## src/rtl/riscv_br_pkg.sv

```systemverilog
// rtl/riscv_br_pkg.sv - branch op encodings, BHT counter type and helpers
package riscv_br_pkg;

   localparam logic [4:0] BR_NOP  = 5'd0;
   localparam logic [4:0] BR_EQ   = 5'd1;
   localparam logic [4:0] BR_NE   = 5'd2;
   localparam logic [4:0] BR_LT   = 5'd3;
   localparam logic [4:0] BR_GE   = 5'd4;
   localparam logic [4:0] BR_LTU  = 5'd5;
   localparam logic [4:0] BR_GEU  = 5'd6;
   localparam logic [4:0] BR_JAL  = 5'd7;
   localparam logic [4:0] BR_JALR = 5'd8;

   typedef logic [1:0] bht_ctr_t;
   localparam bht_ctr_t BHT_INIT = 2'b01;

   function automatic logic is_cond_br(input logic [4:0] brop);
      return (brop >= BR_EQ) && (brop <= BR_GEU);
   endfunction

endpackage

```

## src/rtl/branch_resolve_unit_if.sv

```systemverilog
// rtl/branch_resolve_unit_if.sv - request/result/prediction bundle of the branch resolve unit
interface branch_resolve_unit_if #(
   parameter int XLEN = 32
);
   logic            in_valid;
   logic            in_ready;
   logic [XLEN-1:0] in_pc;
   logic [XLEN-1:0] in_rs1;
   logic [XLEN-1:0] in_rs2;
   logic [XLEN-1:0] in_imm;
   logic [4:0]      in_brop;
   logic            in_pred_taken;
   logic            flush;
   logic            out_valid;
   logic            out_ready;
   logic            out_taken;
   logic [XLEN-1:0] out_target;
   logic [XLEN-1:0] out_redirect_pc;
   logic            out_mispredict;
   logic [XLEN-1:0] pred_pc;
   logic            pred_taken;

   modport master (
      output in_valid, in_pc, in_rs1, in_rs2, in_imm, in_brop, in_pred_taken, flush,
      output out_ready, pred_pc,
      input  in_ready, out_valid, out_taken, out_target, out_redirect_pc, out_mispredict,
      input  pred_taken
   );

   modport slave (
      input  in_valid, in_pc, in_rs1, in_rs2, in_imm, in_brop, in_pred_taken, flush,
      input  out_ready, pred_pc,
      output in_ready, out_valid, out_taken, out_target, out_redirect_pc, out_mispredict,
      output pred_taken
   );
endinterface

```

## src/rtl/branch_history_table.sv

```systemverilog
// rtl/branch_history_table.sv - 2-bit saturating counter table indexed by PC word address
module branch_history_table
   import riscv_br_pkg::*;
#(
   parameter int BHT_ENTRIES = 16,
   parameter int XLEN        = 32
) (
   input  logic            clk,
   input  logic            rst_n,
   input  logic [XLEN-1:0] i_rd_pc,
   output logic            o_rd_taken,
   input  logic            i_wr_en,
   input  logic [XLEN-1:0] i_wr_pc,
   input  logic            i_wr_taken
);
   localparam int IDX_W = $clog2(BHT_ENTRIES);

   bht_ctr_t              r_ctr [BHT_ENTRIES];
   logic [IDX_W-1:0]      w_rd_idx;
   logic [IDX_W-1:0]      w_wr_idx;
   logic [XLEN-IDX_W-1:0] w_unused_pc_bits;

   assign w_rd_idx = i_rd_pc[IDX_W+1:2];
   assign w_wr_idx = i_wr_pc[IDX_W+1:2];
   assign w_unused_pc_bits = {i_rd_pc[XLEN-1:IDX_W+2], i_rd_pc[1:0]}
                           ^ {i_wr_pc[XLEN-1:IDX_W+2], i_wr_pc[1:0]};

   // Read sees the stored value, so a same-cycle update to the same index is not visible yet
   assign o_rd_taken = r_ctr[w_rd_idx][1];

   always_ff @(posedge clk or negedge rst_n) begin
      if (!rst_n) begin
         for (int i = 0; i < BHT_ENTRIES; i++) begin
            r_ctr[i] <= BHT_INIT;
         end
      end else if (i_wr_en) begin
         if (i_wr_taken && (r_ctr[w_wr_idx] != 2'b11)) begin
            r_ctr[w_wr_idx] <= r_ctr[w_wr_idx] + 2'd1;
         end else if (!i_wr_taken && (r_ctr[w_wr_idx] != 2'b00)) begin
            r_ctr[w_wr_idx] <= r_ctr[w_wr_idx] - 2'd1;
         end
      end
   end

endmodule

```

## src/rtl/branch_resolve_unit.sv

```systemverilog
// rtl/branch_resolve_unit.sv - registered branch/jump resolution with mispredict flag and BHT training
module branch_resolve_unit
   import riscv_br_pkg::*;
#(
   parameter int XLEN        = 32,
   parameter int BHT_ENTRIES = 16
) (
   input  logic                 clk,
   input  logic                 rst_n,
   branch_resolve_unit_if.slave bus
);
   logic            w_eq;
   logic            w_lt;
   logic            w_ltu;
   logic            w_taken;
   logic            w_mis;
   logic            w_can_load;
   logic            w_out_fire;
   logic [XLEN-1:0] w_pc4;
   logic [XLEN-1:0] w_br_tgt;
   logic [XLEN-1:0] w_jalr_sum;
   logic [XLEN-1:0] w_target;
   logic [XLEN-1:0] w_redirect;

   logic            r_out_valid;
   logic            r_taken;
   logic            r_mis;
   logic            r_cond;
   logic [XLEN-1:0] r_target;
   logic [XLEN-1:0] r_redirect;
   logic [XLEN-1:0] r_pc;

   assign w_eq       = (bus.in_rs1 == bus.in_rs2);
   assign w_lt       = ($signed(bus.in_rs1) < $signed(bus.in_rs2));
   assign w_ltu      = (bus.in_rs1 < bus.in_rs2);
   assign w_pc4      = bus.in_pc + XLEN'(4);
   assign w_br_tgt   = bus.in_pc + bus.in_imm;
   assign w_jalr_sum = bus.in_rs1 + bus.in_imm;

   always_comb begin
      w_taken  = 1'b0;
      w_target = w_pc4;
      w_mis    = 1'b0;
      case (bus.in_brop)
         BR_EQ:   w_taken = w_eq;
         BR_NE:   w_taken = !w_eq;
         BR_LT:   w_taken = w_lt;
         BR_GE:   w_taken = !w_lt;
         BR_LTU:  w_taken = w_ltu;
         BR_GEU:  w_taken = !w_ltu;
         BR_JAL:  w_taken = 1'b1;
         BR_JALR: w_taken = 1'b1;
         default: w_taken = 1'b0;
      endcase
      if (is_cond_br(bus.in_brop) || (bus.in_brop == BR_JAL)) begin
         w_target = w_br_tgt;
      end else if (bus.in_brop == BR_JALR) begin
         w_target = {w_jalr_sum[XLEN-1:1], 1'b0};
      end
      // No BTB, so a JALR target can never have been predicted
      if (is_cond_br(bus.in_brop)) begin
         w_mis = w_taken ^ bus.in_pred_taken;
      end else if (bus.in_brop == BR_JAL) begin
         w_mis = !bus.in_pred_taken;
      end else if (bus.in_brop == BR_JALR) begin
         w_mis = 1'b1;
      end
   end

   assign w_redirect   = w_taken ? w_target : w_pc4;
   assign w_can_load   = !r_out_valid || bus.out_ready;
   assign w_out_fire   = r_out_valid && bus.out_ready && !bus.flush;
   assign bus.in_ready = w_can_load || bus.flush;

   always_ff @(posedge clk or negedge rst_n) begin
      if (!rst_n) begin
         r_out_valid <= 1'b0;
         r_taken     <= 1'b0;
         r_mis       <= 1'b0;
         r_cond      <= 1'b0;
         r_target    <= '0;
         r_redirect  <= '0;
         r_pc        <= '0;
      end else if (bus.flush) begin
         r_out_valid <= 1'b0;
      end else if (w_can_load) begin
         r_out_valid <= bus.in_valid;
         if (bus.in_valid) begin
            r_taken    <= w_taken;
            r_mis      <= w_mis;
            r_cond     <= is_cond_br(bus.in_brop);
            r_target   <= w_target;
            r_redirect <= w_redirect;
            r_pc       <= bus.in_pc;
         end
      end
   end

   assign bus.out_valid       = r_out_valid;
   assign bus.out_taken       = r_taken;
   assign bus.out_target      = r_target;
   assign bus.out_redirect_pc = r_redirect;
   assign bus.out_mispredict  = r_mis;

   // Trains on delivered conditional results only; flushed results never reach the table
   branch_history_table #(
      .BHT_ENTRIES (BHT_ENTRIES),
      .XLEN        (XLEN)
   ) u_bht (
      .clk        (clk),
      .rst_n      (rst_n),
      .i_rd_pc    (bus.pred_pc),
      .o_rd_taken (bus.pred_taken),
      .i_wr_en    (w_out_fire && r_cond),
      .i_wr_pc    (r_pc),
      .i_wr_taken (r_taken)
   );

endmodule

```

## src/flat_wrapper.sv

```systemverilog
// flat-port wrapper written by rule: the top's interface ports become plain ports
module branch_resolve_unit_flat import riscv_br_pkg::*;
#(
   parameter int XLEN        = 32,
   parameter int BHT_ENTRIES = 16
)
  (clk, rst_n, bus_in_valid, bus_in_pc, bus_in_rs1, bus_in_rs2, bus_in_imm, bus_in_brop, bus_in_pred_taken, bus_flush, bus_out_ready, bus_pred_pc, bus_in_ready, bus_out_valid, bus_out_taken, bus_out_target, bus_out_redirect_pc, bus_out_mispredict, bus_pred_taken);
  branch_resolve_unit_if #(.XLEN(XLEN)) bus_i ();
  input  logic clk;
  input  logic rst_n;
  input wire logic [$bits(bus_i.in_valid)-1:0] bus_in_valid;
  input wire logic [$bits(bus_i.in_pc)-1:0] bus_in_pc;
  input wire logic [$bits(bus_i.in_rs1)-1:0] bus_in_rs1;
  input wire logic [$bits(bus_i.in_rs2)-1:0] bus_in_rs2;
  input wire logic [$bits(bus_i.in_imm)-1:0] bus_in_imm;
  input wire logic [$bits(bus_i.in_brop)-1:0] bus_in_brop;
  input wire logic [$bits(bus_i.in_pred_taken)-1:0] bus_in_pred_taken;
  input wire logic [$bits(bus_i.flush)-1:0] bus_flush;
  input wire logic [$bits(bus_i.out_ready)-1:0] bus_out_ready;
  input wire logic [$bits(bus_i.pred_pc)-1:0] bus_pred_pc;
  output wire logic [$bits(bus_i.in_ready)-1:0] bus_in_ready;
  output wire logic [$bits(bus_i.out_valid)-1:0] bus_out_valid;
  output wire logic [$bits(bus_i.out_taken)-1:0] bus_out_taken;
  output wire logic [$bits(bus_i.out_target)-1:0] bus_out_target;
  output wire logic [$bits(bus_i.out_redirect_pc)-1:0] bus_out_redirect_pc;
  output wire logic [$bits(bus_i.out_mispredict)-1:0] bus_out_mispredict;
  output wire logic [$bits(bus_i.pred_taken)-1:0] bus_pred_taken;
  assign bus_i.in_valid = bus_in_valid;
  assign bus_i.in_pc = bus_in_pc;
  assign bus_i.in_rs1 = bus_in_rs1;
  assign bus_i.in_rs2 = bus_in_rs2;
  assign bus_i.in_imm = bus_in_imm;
  assign bus_i.in_brop = bus_in_brop;
  assign bus_i.in_pred_taken = bus_in_pred_taken;
  assign bus_i.flush = bus_flush;
  assign bus_i.out_ready = bus_out_ready;
  assign bus_i.pred_pc = bus_pred_pc;
  assign bus_in_ready = bus_i.in_ready;
  assign bus_out_valid = bus_i.out_valid;
  assign bus_out_taken = bus_i.out_taken;
  assign bus_out_target = bus_i.out_target;
  assign bus_out_redirect_pc = bus_i.out_redirect_pc;
  assign bus_out_mispredict = bus_i.out_mispredict;
  assign bus_pred_taken = bus_i.pred_taken;
  branch_resolve_unit #(.XLEN(XLEN), .BHT_ENTRIES(BHT_ENTRIES)) u_core (.clk(clk), .rst_n(rst_n), .bus(bus_i));
endmodule
```

## config.mk

```make
export PLATFORM = sky130hd
export DESIGN_NAME = branch_resolve_unit_flat
export DESIGN_NICKNAME = d
export VERILOG_FILES = /design/src/rtl/riscv_br_pkg.sv /design/src/rtl/branch_resolve_unit_if.sv /design/src/rtl/branch_history_table.sv /design/src/rtl/branch_resolve_unit.sv /design/src/flat_wrapper.sv
export SDC_FILE = /design/constraint.sdc
export NUM_CORES = 1
export LEC_CHECK = 0
export ABC_CLOCK_PERIOD_IN_PS = 2550
export CORE_ASPECT_RATIO = 0.75
export CORE_MARGIN = 4
export CORE_UTILIZATION = 40
export DETAILED_ROUTE_END_ITERATION = 6
export PLACE_DENSITY = 0.64
export RECOVER_POWER = 100
export SLEW_MARGIN = 20
export SYNTH_ARGS = -nofsm -noshare
export SYNTH_HDL_FRONTEND = slang
export SYNTH_HIERARCHICAL = 1
export SYNTH_SLANG_ARGS = --single-unit
```

## constraint.sdc

```tcl
create_clock -name clk -period 2.55 [get_ports clk]
set_clock_uncertainty 0.15 [all_clocks]
set_input_delay 0.255 -clock clk [delete_from_list [all_inputs] [get_ports clk]]
set_output_delay 0.255 -clock clk [all_outputs]
set_load 0.02 [all_outputs]
```

Yosys cells after proc, flatten, opt, wreduce, memory -nomap -nowiden
Index checks and enable logic that the tools add are counted.

Word-level logic and storage cells: 93. Bits of input ports: 171. Output and inout port bits: 69. Bits in registers: 106.

$add $sub $neg: 5. Equal/unequal tests: 10. Reductions and logical operators: 23. Magnitude comparators: 7. Mux-type cells: 21. Bitwise logic cells: 4.

Operator list (count): $mux 32 (5); $add 32x32->32 (2); $bwmux 32 (2); $lt 32x32->1 (2); $add 32x3->32 const B (1); $eq 32x32->1 (1); $eq 5x3->1 const B (4); $bmux 2 s4 (2); $eq 5x2->1 const B (2); $ge 5x5->1 const B (2); $mux 2 (5); $not 4->5 (2); $demux 2 s4 (1); $logic_and 1x1->1 (7); $logic_not 1->1 (7); $pmux 1 s7 (1); $reduce_bool 2->1 (3); $eq 5x1->1 const B (1); $eq 5x4->1 const B (1); $ge 5x1->1 const B (1); $le 5x3->1 const B (1); $lt 5x1->1 const B (1); $mux 1 (5); $logic_or 1x1->1 (3); 8 further kinds (8).

Depth between registers and ports, before layout
Gate-level depths: netlist of run 1.

Word-level depth: 8. Mapped depth: 13. Mapped depth without buffers: 12.

Modules after synthesis
Netlist of run 1, hierarchy kept.

Modules (own cells, without submodules): branch_resolve_unit (instances 1, cells an instance 1212, sequential area each 2502.4 sq um, area each 9542.9 sq um); branch_history_table (instances 1, cells an instance 143, sequential area each 820.8 sq um, area each 2067.0 sq um).

Worst setup path before layout of run 1
Ideal clock, no wire load.

Path kind: in2reg. From: in bus_in_rs2[7]. To: reg u_core.r_redirect[10] (netlist: u_core/bus.out_redirect_pc[10]). Buffers on the path: 2. Data arrival time: 2745 ps. Slack: -422 ps. Required time: 2323 ps. Setup time: 77 ps. Cell stages on the path: 13. Cells stage by stage: inv_1 ha_1 a21oi_1 o21ai_0 a221oi_1 o221ai_1 a21oi_1 mux2_4 a221o_1 buf_6 buf_8 mux2_4 o21ai_1.

Word-level cells in the longest chain between the ends: 4. Elaborated cells on any way between the ends: 8. Those cells by class: order compare: 2; eq/ne: 1; mux: 2; reduce/logical: 3.

Ends and longest elaborated chain: start, declared (RTL line flat_wrapper.sv:14) `input wire logic [$bits(bus_i.in_rs2)-1:0] bus_in_rs2;`; $lt 32x32->1, or another cell as far along (RTL line branch_resolve_unit.sv:35) `assign w_ltu = (bus.in_rs1 < bus.in_rs2);`; $logic_not 1->1 (on tied branches) (RTL line branch_resolve_unit.sv:50, branch_resolve_unit.sv:46, branch_resolve_unit.sv:48); $pmux 1 s7 (*) (RTL line branch_resolve_unit.sv:44) `case (bus.in_brop)`; $mux 32 (*) (RTL line branch_resolve_unit.sv:70) `assign w_redirect = w_taken ? w_target : w_pc4;`; end signal, assigned (RTL line branch_resolve_unit.sv:93) `r_redirect <= w_redirect;`; end, declared (RTL line branch_resolve_unit.sv:30) `logic [XLEN-1:0] r_redirect;`.

Every way passes the cells marked *; elsewhere a longest branch is shown, timed or not. A chain may end at the register's enable or synchronous reset.

==> results of run 1 <==
-- final cells by class --
| cell class | count | area (um2) |
|---|---|---|
| inverter | 57 | 236 |
| timing repair buffer | 642 | 5220 |
| tap | 344 | 430 |
| fill | 1955 | 7450 |
| sequential | 104 | 2620 |
| multi-input combinational | 1022 | 9790 |
| clock buffer | 9 | 225 |
| clock inverter | 7 | 53.8 |
-- metrics by stage --
stage	setup TNS [ns]	utilization (%)	area [um2]	cells	setup WS [ns]
2_1_floorplan	-6.79	-	11000	1243	-0.234
5_1_grt	-21.80	71.4	18600	2185	-0.377
4_1_cts	-12.69	68.6	17900	2168	-0.282
3_5_place_dp	-69.40	62.1	16200	2112	-1.22
6_report	-16.13	71.4	18600	2185	-0.333
3_3_place_gp	-64.67	62.1	16200	2112	-1.10
-- placed cells by master, fill, tap and decap left out, drive strengths merged, types with 32 or more instances in the layout --
cell type	count
xor2	35
dfrtp	88
o21ai	103
mux2	58
clkbuf	45
dlygate4sd3	67
nand2	146
inv	60
ha	96
a21oi	81
nand3	46
xnor2	45
buf	500
nor2	61
nor3	32
-- power by group through the flow --
stage | Clock [mW] | Combinational [mW] | Sequential [mW]
floorplan | 0 | 1.50 | 2.27
global placement | 0 | 3.46 | 2.08
detailed placement | 0 | 3.50 | 2.08
CTS | 1.35 | 3.89 | 2.06
global route | 1.42 | 4.42 | 2.08
finish | 1.32 | 4.13 | 2.06
-- what timing repair did --
item | 4_1_cts | 5_1_grt
resized for setup | 606 | 227
hold buffers | 1 | 0
hold endpoints to repair | 30 | 0
setup buffers | 37 | 24
cloned | 4 | 1
endpoints found under the setup margin | 92 | 86
pin swaps | 140 | 110
-- worst max path at each step --
stage | endpoint | slack, ns
2_1_floorplan | u_core/bus.out_redirect_pc[10] | -0.23
3_3_place_gp | u_core/bus.out_redirect_pc[16] | -1.10
5_1_grt | flop | -0.38
3_5_place_dp | u_core/bus.out_redirect_pc[16] | -1.22
6_report | flop | -0.33
4_1_cts | u_core/bus.out_redirect_pc[1] | -0.28
-- worst reg2reg max path, delay by kind of cell (launching register included) --
family	cells	cell delay, ns
DFF	1	0.45
muxes	3	1.19
and+or+nand+nor	3	0.46
buffers and inverters	2	0.33
adders and majority gates	1	0.25
-- routing by layer --
layer,track usage [%],part of all wire (%),vias up
li1,-,-,5783
met2,46.0,46,443
met5,0,0.026,-
met1,38.3,45,5887
met3,5.06,6.3,100
met4,6.59,3.0,2
==> results.md, run 1 <==
- Outcome: complete, but fails checks
- Failing checks: negative setup slack
- Tmin final: 2.88 ns
- HPWL Detailed: 32900 um
- Slowest stage delay, CP: 0.54 ns
- I/O Pins: 240
- Worst-Skew Late Latency: approximately 0.35 ns
- CP required: 2.68 ns
- Pins Over Slew Limit: 0
- YS warnings: 6
- Layout Nets: roughly 2.1k
- Crit share post-route: 113%
- Via count of the first global-routing pass: ~12k
- RR Startpoint: u_core/r_pc[2]
- Max frequency: 347 MHz
- Diode count: 0
- R2R setup slack: -0.33 ns
- Routed WL: around 43000 um
- Worst Hold Launch: bus_in_pc[5]
- Psw: about 2.9 mW
- Switching share of power: between 30% and 40%
- Slew at the pin closest to its max-slew limit: roughly 0.95 ns
- Setup WS post-layout: -0.333 ns
- Clk pin slew, worst setup/hold paths: ~0.070 ns
- CP Launch Point: u_core/r_pc[2]
- Sink of the worst hold path: u_core/r_pc[5]
- CTS H-tree depth: 3
- Crit. End Element: flop
- Antenna-violating nets left: 0
- Post-Synthesis Net Count: 1512
- Max_slew headroom: 36.7%
- Via count: approximately 12k
- Leakage Power: 8.32 nW
- Crit-path max FO: 7
- Crit-path slowest cell: mux4_2
- Core Box Area: around 26000 um2
- Via density: around 5.6
- DIE WIDTH: a little under 200 um
- Most used cell, CP: mux2_4
- Avg Inst Size Synth: approximately 8.5 um2
- Clock share of power: roughly 18%
- CP Class: flop to flop
- P_int: around 4.6 mW
- Hold crit path type: input port to flop
- Gpl congestion: 0.944
- Worst path cell trace: buf_12 > mux4_2 > nand2_2 > nand4_1 > ha_2 > mux2_4 > nor4_4 > buf_4 > mux2_4
- DIE AREA: slightly below 30000 um2
- Layout cells sized above 1: 51.3%
- Final Hold Fails: 0
- DRT iter0 DRCs: between 700 and 800
- Drc violations: 0
- CTS Buffer Depth: 2
- Die height: roughly 150 um
- Cell family with most CP delay: multiplexers
- Power Dens Cells: about 400 nW/um2
- Startpoint Class: flop
- Clk root buf: clkbuf_16
- Netlist Area Pre-Place: between 10000 and 15000 um2
- FP Rows: 51
- RSZ-0062 raised after global routing: yes
- Max Cap Viol: 0
- Area Growth Syn to Fin: 75.4%
- Detailed Routing Iterations Pass 1: 7
- Seq pwr share: between 20% and 30%
- Wire length of the first global-routing pass: 65500 um
- Final hold slack: 0.153 ns
- Num CTS Buffers: 9
- Overall Global Routing Usage: between 20% and 30%
- Gate power share: a little under three fifths
- Largest net degree at the start of global routing: 67
- Starting Density: ~40%
- Tot Pwr: ~7.5 mW
- Port bufs: between 200 and 250
- Remaining global-route overflow: 0
- R2r worst-path depth: 9
- Synth Instances: 1243
- Critical Path AT: ~3 ns
- Critical path depth: 9
- # setup viols final: between 70 and 80
- Worst path bufs/invs: 2
- Routed length per instance: between 15 and 20 um
- Clk sink count: between 100 and 150
- Hold path depth: 4
- Initial antenna violation count: 2
- Max rail drop VDD: around 330 uV
- CTS tree: done
No activity file was read; power rests on OpenSTA's default activity.
==> inputs of run 2 (changes only) <==
--- a/config.mk
+++ b/config.mk
@@ -5,7 +5,7 @@
 export SDC_FILE = /design/constraint.sdc
 export NUM_CORES = 1
 export LEC_CHECK = 0
-export ABC_CLOCK_PERIOD_IN_PS = 2550
+export ABC_CLOCK_PERIOD_IN_PS = 2470
 export CORE_ASPECT_RATIO = 0.75
 export CORE_MARGIN = 4
 export CORE_UTILIZATION = 40
==> constraint.sdc (replaced) <==
create_clock -name clk -period 2.47 [get_ports clk]
set_clock_uncertainty 0.15 [all_clocks]
set_input_delay 0.247 -clock clk [delete_from_list [all_inputs] [get_ports clk]]
set_output_delay 0.247 -clock clk [all_outputs]
set_load 0.02 [all_outputs]
==> run 2 against run 1 <==
  * The run still ends with negative setup slack left
  * Flip-flop and latch count stayed put
  * Design area rose by 1.9%
  * Worst setup slack got worse by 0.082 ns
  * Global-route usage is 0.24 points higher
  * Worst hold slack lost 0.027 ns
  * Sequential power is 3% higher
  * Die area unchanged
  * Wire length grew 2.0%
  * Critical path type is now input port to flop
==> results.md, run 2 (synthesis results as in run 1) <==
- CTS H-tree depth: 3 (unchanged)
- Pins Over Slew Limit: 0 (unchanged)
- Core Box Area: 26000 um2 (unchanged)
- Area Growth Syn to Fin: 78.7% (was 75.4%)
- Hold crit path type: input port to flop (unchanged)
- Max_slew headroom: 14.1% (was 36.7%)
- Setup TNS: -21.72 ns (was -16.13 ns)
- Failing checks: negative setup slack (unchanged)
- Via density: 5.55 (was 5.59)
- Port bufs: 211 (unchanged)
- DRT iter0 DRCs: 936 (was 755)
- Wire length of the first global-routing pass: 66100 um (was 65500 um)
- Dpl ws: -1.31 ns (was -1.22 ns)
- Setup WS post-layout: -0.415 ns (was -0.333 ns)
- Most frequent cells in the layout: buf_4 (424), nand2_1 (136), dfrtp_1 (87) (was buf_4 (397), nand2_1 (138), dfrtp_1 (87))
- Starting Density: 40.7% (unchanged)
- R2r worst-path depth: 9 (unchanged)
- Max frequency: 347 MHz
- Cell family with most CP delay: compound AO/OA/AOI/OAI gates (was multiplexers)
- Diode count: 0 (unchanged)
- Largest net degree at the start of global routing: 58 (was 67)
- Worst r2r dst: u_core/u_bht/r_ctr[11]
- R2R setup slack: -0.38 ns (was -0.33 ns)
- # setup viols final: 74 (was 72)
- Tmin final: just under 3 ns
- Initial antenna violation count: 0 (was 2)
- Hold path depth: 4 (unchanged)
- Max rail drop VDD: 404 uV (was 326 uV)
- DIE WIDTH: 196 um (unchanged)
- Inst Count DP: 2168 (was 2112)
- CP required: 2.55 ns (was 2.68 ns)
- Worst path cell trace: buf_2 > ha_4 > nand4_1 > or3_4 > o221ai_4 > a21oi_4 > buf_6 > xnor2_2 > a221o_4 > buf_12 > mux2i_1 > mux2_4 (was buf_12 > mux4_2 > nand2_2 > nand4_1 > ha_2 > mux2_4 > nor4_4 > buf_4 > mux2_4)
- Routed length per instance: 19.8 um (was 19.7 um)
- Outcome: complete, but fails checks (unchanged)
- Final std cells w/o fill: 2220 (was 2185)
- Tot Pwr: 7.93 mW (was 7.52 mW)
- FP Rows: 51 (unchanged)
- Worst-Skew Late Latency: 0.35 ns (about the same)
- Final hold slack: 0.126 ns (was 0.153 ns)
- RR Startpoint: u_core/r_pc[2] (unchanged)
- Util after Layout: 72.7% (was 71.4%)
- Die height: 149 um (unchanged)
- Gpl congestion: 0.937 (was 0.944)
- Num CTS Buffers: 9 (unchanged)
- Sink of the worst hold path: u_core/r_pc[5] (unchanged)
- CTS Buffer Depth: 2 (unchanged)
- Remaining global-route overflow: 0 (unchanged)
- Clk root buf: clkbuf_16 (unchanged)
- Crit share post-route: 117%
- HPWL Detailed: 34400 um (was 32900 um)
- Overall Global Routing Usage: 28.1% (was 27.9%)
- Crit. End Element: flop (unchanged)
- Routed WL: 43900 um (was 43000 um)
- Critical Path AT: 2.97 ns (was 3.01 ns)
- Final Hold Fails: 0 (unchanged)
- Via count of the first global-routing pass: 12.4k (was 12.2k)
- CP Class: input port to flop (was flop to flop)
- Detailed Routing Iterations Pass 1: 5 (was 7)
- Clk pin slew, worst setup/hold paths: 0.07 ns (about the same)
- DP Area: 16600 um2 (was 16200 um2)
- RSZ-0062 raised after global routing: yes (unchanged)
- Final instance area: 18900 um2 (was 18600 um2)
- CTS tree: done (unchanged)
- Antenna-violating nets left: 0 (unchanged)
- Via count: 12.3k (was 12.2k)
- Power Dens Cells: 419 nW/um2 (was 404 nW/um2)
- Worst Hold Launch: bus_in_pc[5] (unchanged)
- Leakage Power: 8.77 nW (was 8.32 nW)
- DIE AREA: 29200 um2 (unchanged)
- Max Cap Viol: 0 (unchanged)
- Clk sink count: 104 (unchanged)
- I/O Pins: 240 (unchanged)
- Layout cells sized above 1: 49.4% (was 51.3%)
- Crit-path slowest cell: a221o_4 (was mux4_2)
- Slowest stage delay, CP: 0.52 ns (was 0.54 ns)
- Layout Nets: 2140 (was 2105)
- Crit-path max FO: 7 (unchanged)
- Drc violations: 0 (unchanged)
- Startpoint Class: input port (was flop)
- Slew at the pin closest to its max-slew limit: 1.29 ns (was 0.950 ns)
- Worst path bufs/invs: 3 (was 2)
- Commonest non-fill, non-tap cell in the layout: buf_4 (unchanged)
run 2: changes by cell type in the layout (fill, tap and decap cells not counted), moves of 8 or more:
cell and change:
o21ai_1 +11, buf_4 +27, clkdlybuf4s15_2 -8, dlymetal6s2s_1 +37, clkbuf_2 +14, dlygate4sd3_1 -36
clkdlybuf4s50_1 +36, o21ai_0 -10, buf_2 -40, dlygate4sd2_1 +10
run 2: power by group:
part / leakage (nW) / internal, mW / switching (mW)
sequential: 1.27 / 1.93 / 0.196
clock: 0.150 / 0.840 / 0.631
combinational: 7.35 / 2.18 / 2.15
run 2: worst register-to-register path: stages (launching register included):
cell and delay [ns]:
dfrtp_2 0.44, buf_6 0.15, mux4_2 0.54, nand2_2 0.09, nand4_1 0.11, ha_2 0.19
mux2_4 0.32, buf_12 0.17, nor3_4 0.25, mux2_4 0.33
run 2: cell type report:
class	instances	area (um2)
Fill cell	1930	7110
Clock buffer	13	260
Sequential cell	104	2620
Inverter	57	234
Multi-Input combinational cell	1020	9600
Timing Repair Buffer	679	5730
Tap cell	344	430
Clock inverter	3	40.0
run 2: how the worst max path moves through the flow:
| stage | startpoint | to | slack (ns) | cells after the start |
|---|---|---|---|---|
| 2_1_floorplan | bus_in_rs2[10] | u_core/bus.out_redirect_pc[10] | -0.31 | 12 |
| 3_3_place_gp | bus_in_pc[0] | u_core/bus.out_target[29] | -1.24 | 15 |
| 3_5_place_dp | bus_in_pc[0] | u_core/bus.out_target[29] | -1.31 | 15 |
| 4_1_cts | bus_in_rs2[17] | u_core/bus.out_redirect_pc[1] | -0.52 | 13 |
| 5_1_grt | bus_in_rs1[4] | u_core/bus.out_redirect_pc[1] | -0.45 | 12 |
| 6_report | bus_in_rs1[5] | u_core/bus.out_redirect_pc[1] | -0.41 | 12 |
run 2: layer usage:
metal / share of wire (%) / vias to the layer above / wire length, um / GRT usage [%]
met1: 44 / 5961 / 19200 / 39.1
met2: 48 / 439 / 21000 / 47.2
met4: 1.8 / 0 / 789 / 5.86
li1: - / 5860 / - / -
met5: 0 / - / 0 / 0
met3: 6.5 / 61 / 2860 / 3.79
run 2: repair_timing:
item                       4_1_cts  5_1_grt
resized for setup              239      439
hold endpoints to repair        53        0
cloned                           1        0
setup endpoints to repair       94       92
pin swaps                       73      163
hold buffers                     1        0
setup buffers                    9       34
==> inputs of run 3 (changes only) <==
--- a/config.mk
+++ b/config.mk
@@ -6,6 +6,7 @@
 export NUM_CORES = 1
 export LEC_CHECK = 0
 export ABC_CLOCK_PERIOD_IN_PS = 2470
+export CAP_MARGIN = 15
 export CORE_ASPECT_RATIO = 0.75
 export CORE_MARGIN = 4
 export CORE_UTILIZATION = 40
==> results of run 3 <==
Same layout as run 2: the final DEF is identical, and so are final timing and power.
